$ cat src/rtl/fetch_pkg.sv
// fetch_pkg: shared state encoding and datapath constants for the instruction-fetch stage
package fetch_pkg;
    localparam int DEF_ADDR_W = 32;
    localparam int DEF_INSTR_W = 32;
    localparam logic [31:0] DEF_RESET_PC = 32'h0000_0000;
    localparam logic [31:0] NOP_INSTR = 32'h0000_0000;
    localparam int PC_STEP = 4;
    typedef enum logic [1:0] {IDLE, FETCH, FULL, DRAIN} fetch_state_t;
endpackage

$ cat src/rtl/fetch_skid.sv
// fetch_skid: one-entry buffer holding a fetched word that IF/ID could not take
module fetch_skid
    import fetch_pkg::*;
#(
    parameter int ADDR_W = DEF_ADDR_W,
    parameter int INSTR_W = DEF_INSTR_W
) (
    input  logic               clk,
    input  logic               reset,
    input  logic               load,
    input  logic               unload,
    input  logic               clear,
    input  logic [INSTR_W-1:0] load_instr,
    input  logic [ADDR_W-1:0]  load_pc,
    output logic               valid,
    output logic [INSTR_W-1:0] instr,
    output logic [ADDR_W-1:0]  pc
);
    always_ff @(posedge clk or posedge reset) begin
        if (reset) begin
            valid <= 1'b0;
            instr <= INSTR_W'(NOP_INSTR);
            pc    <= '0;
        end else if (clear || (unload && !load)) begin
            valid <= 1'b0;
            instr <= INSTR_W'(NOP_INSTR);
        end else if (load) begin
            valid <= 1'b1;
            instr <= load_instr;
            pc    <= load_pc;
        end
    end
endmodule

$ cat src/rtl/fetch_stage.sv
// fetch_stage: PC, imem req/ack fetch FSM and IF/ID register with skid buffer for decode back-pressure
module fetch_stage
    import fetch_pkg::*;
#(
    parameter int ADDR_W = DEF_ADDR_W,
    parameter int INSTR_W = DEF_INSTR_W,
    parameter logic [ADDR_W-1:0] RESET_PC = ADDR_W'(DEF_RESET_PC)
) (
    input  logic               clk,
    input  logic               reset,
    output logic               imem_req,
    output logic [ADDR_W-1:0]  imem_addr,
    input  logic               imem_ack,
    input  logic [INSTR_W-1:0] imem_rdata,
    input  logic               stall_i,
    input  logic               redirect_i,
    input  logic [ADDR_W-1:0]  redirect_pc_i,
    output logic               ifid_valid,
    output logic [INSTR_W-1:0] ifid_instr,
    output logic [ADDR_W-1:0]  ifid_pc,
    output logic [ADDR_W-1:0]  ifid_pc4
);
    localparam logic [ADDR_W-1:0] STEP = ADDR_W'(PC_STEP);
    localparam logic [INSTR_W-1:0] NOP = INSTR_W'(NOP_INSTR);

    fetch_state_t state, state_next;
    logic [ADDR_W-1:0] pc, pc_next, req_addr, target;
    logic accept, got_word, load_fetch, park, load_skid;
    logic skid_valid;
    logic [INSTR_W-1:0] skid_instr;
    logic [ADDR_W-1:0] skid_pc;

    assign target     = redirect_pc_i & ~ADDR_W'(3);
    assign accept     = !ifid_valid || !stall_i;
    assign got_word   = state == FETCH && imem_ack && !redirect_i;
    assign load_fetch = got_word && accept;
    assign park       = got_word && !accept;
    assign load_skid  = state == FULL && accept && !redirect_i && skid_valid;
    // pc advances on every FETCH ack, even one dropped by a redirect (redirect then overrides it)
    assign pc_next    = redirect_i ? target : (state == FETCH && imem_ack) ? pc + STEP : pc;

    always_ff @(posedge clk or posedge reset) begin
        if (reset)
            state <= IDLE;
        else
            state <= state_next;
    end

    // a request already on the bus cannot be withdrawn, so a redirect without ack drains it first
    always_comb begin
        state_next = state;
        if (redirect_i)
            state_next = ((state == FETCH || state == DRAIN) && !imem_ack) ? DRAIN : FETCH;
        else
            case (state)
                IDLE:    state_next = FETCH;
                FETCH:   state_next = (imem_ack && !accept) ? FULL : FETCH;
                FULL:    state_next = accept ? FETCH : FULL;
                DRAIN:   state_next = imem_ack ? FETCH : DRAIN;
                default: state_next = IDLE;
            endcase
    end

    always_comb begin
        imem_req  = state == FETCH || state == DRAIN;
        imem_addr = req_addr;
    end

    always_ff @(posedge clk or posedge reset) begin
        if (reset) begin
            pc         <= RESET_PC;
            req_addr   <= RESET_PC;
            ifid_valid <= 1'b0;
            ifid_instr <= NOP;
            ifid_pc    <= '0;
            ifid_pc4   <= '0;
        end else begin
            pc <= pc_next;
            if (state_next == FETCH)
                req_addr <= pc_next;
            if (redirect_i) begin
                ifid_valid <= 1'b0;
                ifid_instr <= NOP;
            end else if (load_fetch) begin
                ifid_valid <= 1'b1;
                ifid_instr <= imem_rdata;
                ifid_pc    <= req_addr;
                ifid_pc4   <= req_addr + STEP;
            end else if (load_skid) begin
                ifid_valid <= 1'b1;
                ifid_instr <= skid_instr;
                ifid_pc    <= skid_pc;
                ifid_pc4   <= skid_pc + STEP;
            end else if (ifid_valid && !stall_i) begin
                ifid_valid <= 1'b0;
                ifid_instr <= NOP;
            end
        end
    end

    fetch_skid #(.ADDR_W(ADDR_W), .INSTR_W(INSTR_W)) skid (
        .clk        (clk),
        .reset      (reset),
        .load       (park),
        .unload     (load_skid),
        .clear      (redirect_i),
        .load_instr (imem_rdata),
        .load_pc    (req_addr),
        .valid      (skid_valid),
        .instr      (skid_instr),
        .pc         (skid_pc)
    );
endmodule

$ cat config.mk
export PLATFORM = sky130hd
export DESIGN_NAME = fetch_stage
export DESIGN_NICKNAME = d
export VERILOG_FILES = /design/src/rtl/fetch_pkg.sv /design/src/rtl/fetch_skid.sv /design/src/rtl/fetch_stage.sv
export SDC_FILE = /design/constraint.sdc
export NUM_CORES = 1
export LEC_CHECK = 0
export CAP_MARGIN = 20
export CORE_MARGIN = 2
export CORE_UTILIZATION = 53
export DETAILED_ROUTE_END_ITERATION = 10
export PLACE_DENSITY_LB_ADDON = 0.25
export SKIP_CTS_REPAIR_TIMING = 1
export SLEW_MARGIN = 15
export SYNTH_ARGS = -nofsm -noshare
export SYNTH_HDL_FRONTEND = slang
export SYNTH_SLANG_ARGS = --single-unit
$ cat constraint.sdc
create_clock -name clk -period 11.35 [get_ports clk]
set_clock_uncertainty 0.1 [all_clocks]
set_input_delay 2.27 -clock clk [delete_from_list [all_inputs] [get_ports clk]]
set_output_delay 2.27 -clock clk [all_outputs]
set_load 0.01 [all_outputs]
==> results.py <==
metrics = {
    "global_route": {
        "grt_max_degree": 142,
        "antenna_found_initial": 0,
        "gr-usage-all-layers_pct": 26.31,
        "grt_pass1_wl_um": 45400,
        "grt_pass1_vias": 8209,
        "overflow": 0,
    },
    "placement": {
        "hpwlAfterDp_um": 18250,
        "dpl.cell_count": 1387,
        "gp_congestion": 0.8499,
        "port_buffers": 196,
    },
    "yosys": {
        "yosysWarnings": 0,
        "synth-seq-cells": 226,
        "synth_edf_count": 0,
        "async_flop_share_pct": 100.0,
        "synth_cells": 982,
        "ys.flop_type": "dfrtp_1",
        "synth_area_mm2": 0.01067,
        "synth_area_per_cell_um2": 10.86,
        "ys_types": 62,
        "ys_seq_area_share_pct": 53.03,
        "syn_nets": 1053,
    },
    "power_and_ir_drop": {
        "power_uw": 2332,
        "leakage_uw": 0.005926,
        "ir_worst_vdd_v": 0.0001262,
        "power.density_mw_per_mm2": 172.3,
    },
    "clock_tree": {
        "cts_root_buffer": "clkbuf_16",
        "clock_path_buffers": 3,
        "numCtsBuffers": 24,
        "clkLatencyLatePin_ns": 0.52,
        "clkTransAtPathRegs_ns": 0.06,
        "cts_tree": "built",
        "cts_sinks": 226,
        "h-tree-depth": 1,
    },
    "setup_path": {
        "ff2ff_setup_slack_ns": 7.25,
        "r2r_start": "state[0]$_DFF_PP0_",
        "end_kind": "flop",
        "worstPathRequired_ns": 11.64,
        "crit_fanout": 70,
        "setup.worst_path.start": "imem_ack",
        "worstSetupPathType": "in -> reg",
        "critPathLaunchType": "primary input",
        "crit_arrival_ns": 6.22,
    },
    "sta": {
        "worst_pin_slew_ns": 0.9943,
        "slew_violations": 0,
        "finalSetupViolations": 0,
        "fin_setup_tns_ns": 0,
        "period_minus_slack_ns": 5.924,
        "hold_violations": 0,
        "max-slew-margin-rel_pct": 33.72,
        "rsz0062_at_grt": "false",
        "fmax_mhz": 168.8,
        "whs_ns": 0.3657,
        "finalCritPeriodShare_pct": 52.19,
    },
    "min_path": {
        "min_from": "ifid_pc4[3]$_DFFE_PP0P_",
        "hold_path_class": "reg -> reg",
    },
    "routing": {
        "routed_wirelength_um": 28370,
        "drtPass1Iterations": 8,
        "via_per_inst": 5.939,
        "wl_per_cell_um": 19.82,
        "drtIter0Drc": 908,
        "drc": 0,
        "vias": 8498,
        "ant_nets": 0,
    },
    "floorplanning": {
        "core_mm2": 0.01959,
        "die-height_um": 145.9,
        "initial_core_util_pct": 54.44,
        "row_count": 51,
        "io_pins": 199,
        "dieWidth_um": 145.9,
        "fp.dieArea_mm2": 0.02127,
    },
    "layout": {
        "syn_to_final_growth_pct": 26.91,
        "nets": 1220,
        "stdcell_count": 1431,
        "drive_gt1_share_pct": 12.95,
        "insertedDiodeCount": 0,
    },
    "run_status": {
        "status": "complete, no violations",
    },
    "flow_run": {
        "maxCapViolCount": 0,
    },
}
where the power goes:
group	total (uW)	internal, uW	switching (uW)
combinational	512	282	229
clock	745	432	313
sequential	1080	930	145
synthesized netlist by cell type (all sizes together) (4+ instances only):
cell | number | area (um^2)
and4 | 4 | 35.03
mux2i | 16 | 160.2
xnor2 | 24 | 210.2
nand3 | 23 | 115.1
mux2 | 68 | 769.5
and2 | 4 | 25.02
o21ai | 29 | 145.1
nand2 | 120 | 450.4
xor2 | 43 | 376.6
a31oi | 25 | 156.4
nand4 | 27 | 217.7
nor3 | 22 | 120.1
inv | 37 | 138.9
clkbuf | 35 | 131.4
a221o | 5 | 50.05
a22o | 31 | 271.5
nor4 | 12 | 132.6
dfrtp | 226 | 5655
o31ai | 6 | 45.04
o221ai | 7 | 61.31
nor2 | 74 | 277.8
o211ai | 4 | 30.03
and3 | 9 | 62.56
buf | 33 | 196.4
a21oi | 30 | 161.4
a222oi | 32 | 320.3
cells by family after synthesis:
family                   Yosys count  synth area share [%]
buffers and inverters            105                 4.376
AND/OR/NAND/NOR                  309                 14.58
flip-flops                       226                 53.03
multiplexers                      84                 8.716
AO/OA/AOI/OAI                    189                 13.56
adder cells (fa/ha/maj)            2                0.2346
XOR/XNOR                          67                 5.502
worst paths after layout:
check                      cells past startpoint                        to
min in group asynchronous                      2           pc[7]$_DFF_PP0_
min                                            2   ifid_pc4[3]$_DFFE_PP0P_
max                                           13  ifid_pc4[30]$_DFFE_PP0P_
max in group asynchronous                      4   ifid_pc[31]$_DFFE_PP0P_
max reg2reg                                   12  ifid_pc4[30]$_DFFE_PP0P_
min reg2reg                                    2   ifid_pc4[3]$_DFFE_PP0P_
cell usage in the layout (no fill, tap or decap), types with 7 or more instances in the layout:
master           netlist  layout
nand4_1               22      22
a21oi_1               27      27
xor2_1                43      43
nor2_1                74      73
clkdlybuf4s50_1        0     195
a222oi_1              32      32
nor4_1                 7       7
a31oi_1               25      25
dfrtp_1              226     226
nor3_1                20      18
xnor2_1               24      24
inv_1                 36      35
mux2_2                67      67
mux2i_1               16      16
clkbuf_16              0      24
o221ai_1               7       7
nand3_1               23      23
a22o_1                31      31
buf_4                  3      12
nand2_1              120     119
clkbuf_1              35      11
o21ai_0               26      26
and3_1                 7       7
metrics by stage:
stage | util (%) | worst slack [ns] | cell area [um^2]
after floorplan | - | 2.789 | 10670
after global placement | 65.15 | 5.022 | 12760
after detailed placement | 65.15 | 4.965 | 12760
after CTS | 68.95 | 5.473 | 13510
after global routing | 69.09 | 5.171 | 13540
final | 69.09 | 5.426 | 13540
flip-flops by register name, summed over array words and instances (netlist names):
| register | cells |
|---|---|
| state | 2 |
| ifid_valid | 1 |
| imem_addr | 32 |
| skid.valid | 1 |
| ifid_instr | 32 |
| skid.pc | 32 |
| ifid_pc | 32 |
| pc | 32 |
| ifid_pc4 | 30 |
| skid.instr | 32 |
layout make-up:
cell class	instances	area, um^2
inverters	37	146.4
multi-input cells	651	4582
fillers	1506	6055
clock inverters	2	21.27
clock buffers	41	724.4
well taps	265	331.6
repair buffers	209	2074
flip-flops and latches	226	5655
per-layer routing:
metal	global-route usage (%)	vias to the layer above	share of wire [%]
li1	-	3867	-
met1	36.99	4263	43
met2	42.62	327	48
met3	4.357	41	6.9
met4	7.304	0	2.0
met5	0	-	0
critical path, cell delays in order:
cell and delay, ns:
clkdlybuf4s50_1 0.50, and3b_1 0.50, nand2_2 0.14, buf_4 0.61, nand2_1 0.15, nand2_1 0.10
ha_1 0.35, nand4_1 0.28, nor4_4 0.43, a32oi_2 0.25, nor3_2 0.34, a31oi_1 0.13
a21boi_1 0.15
(Power assumes the default switching activity.)
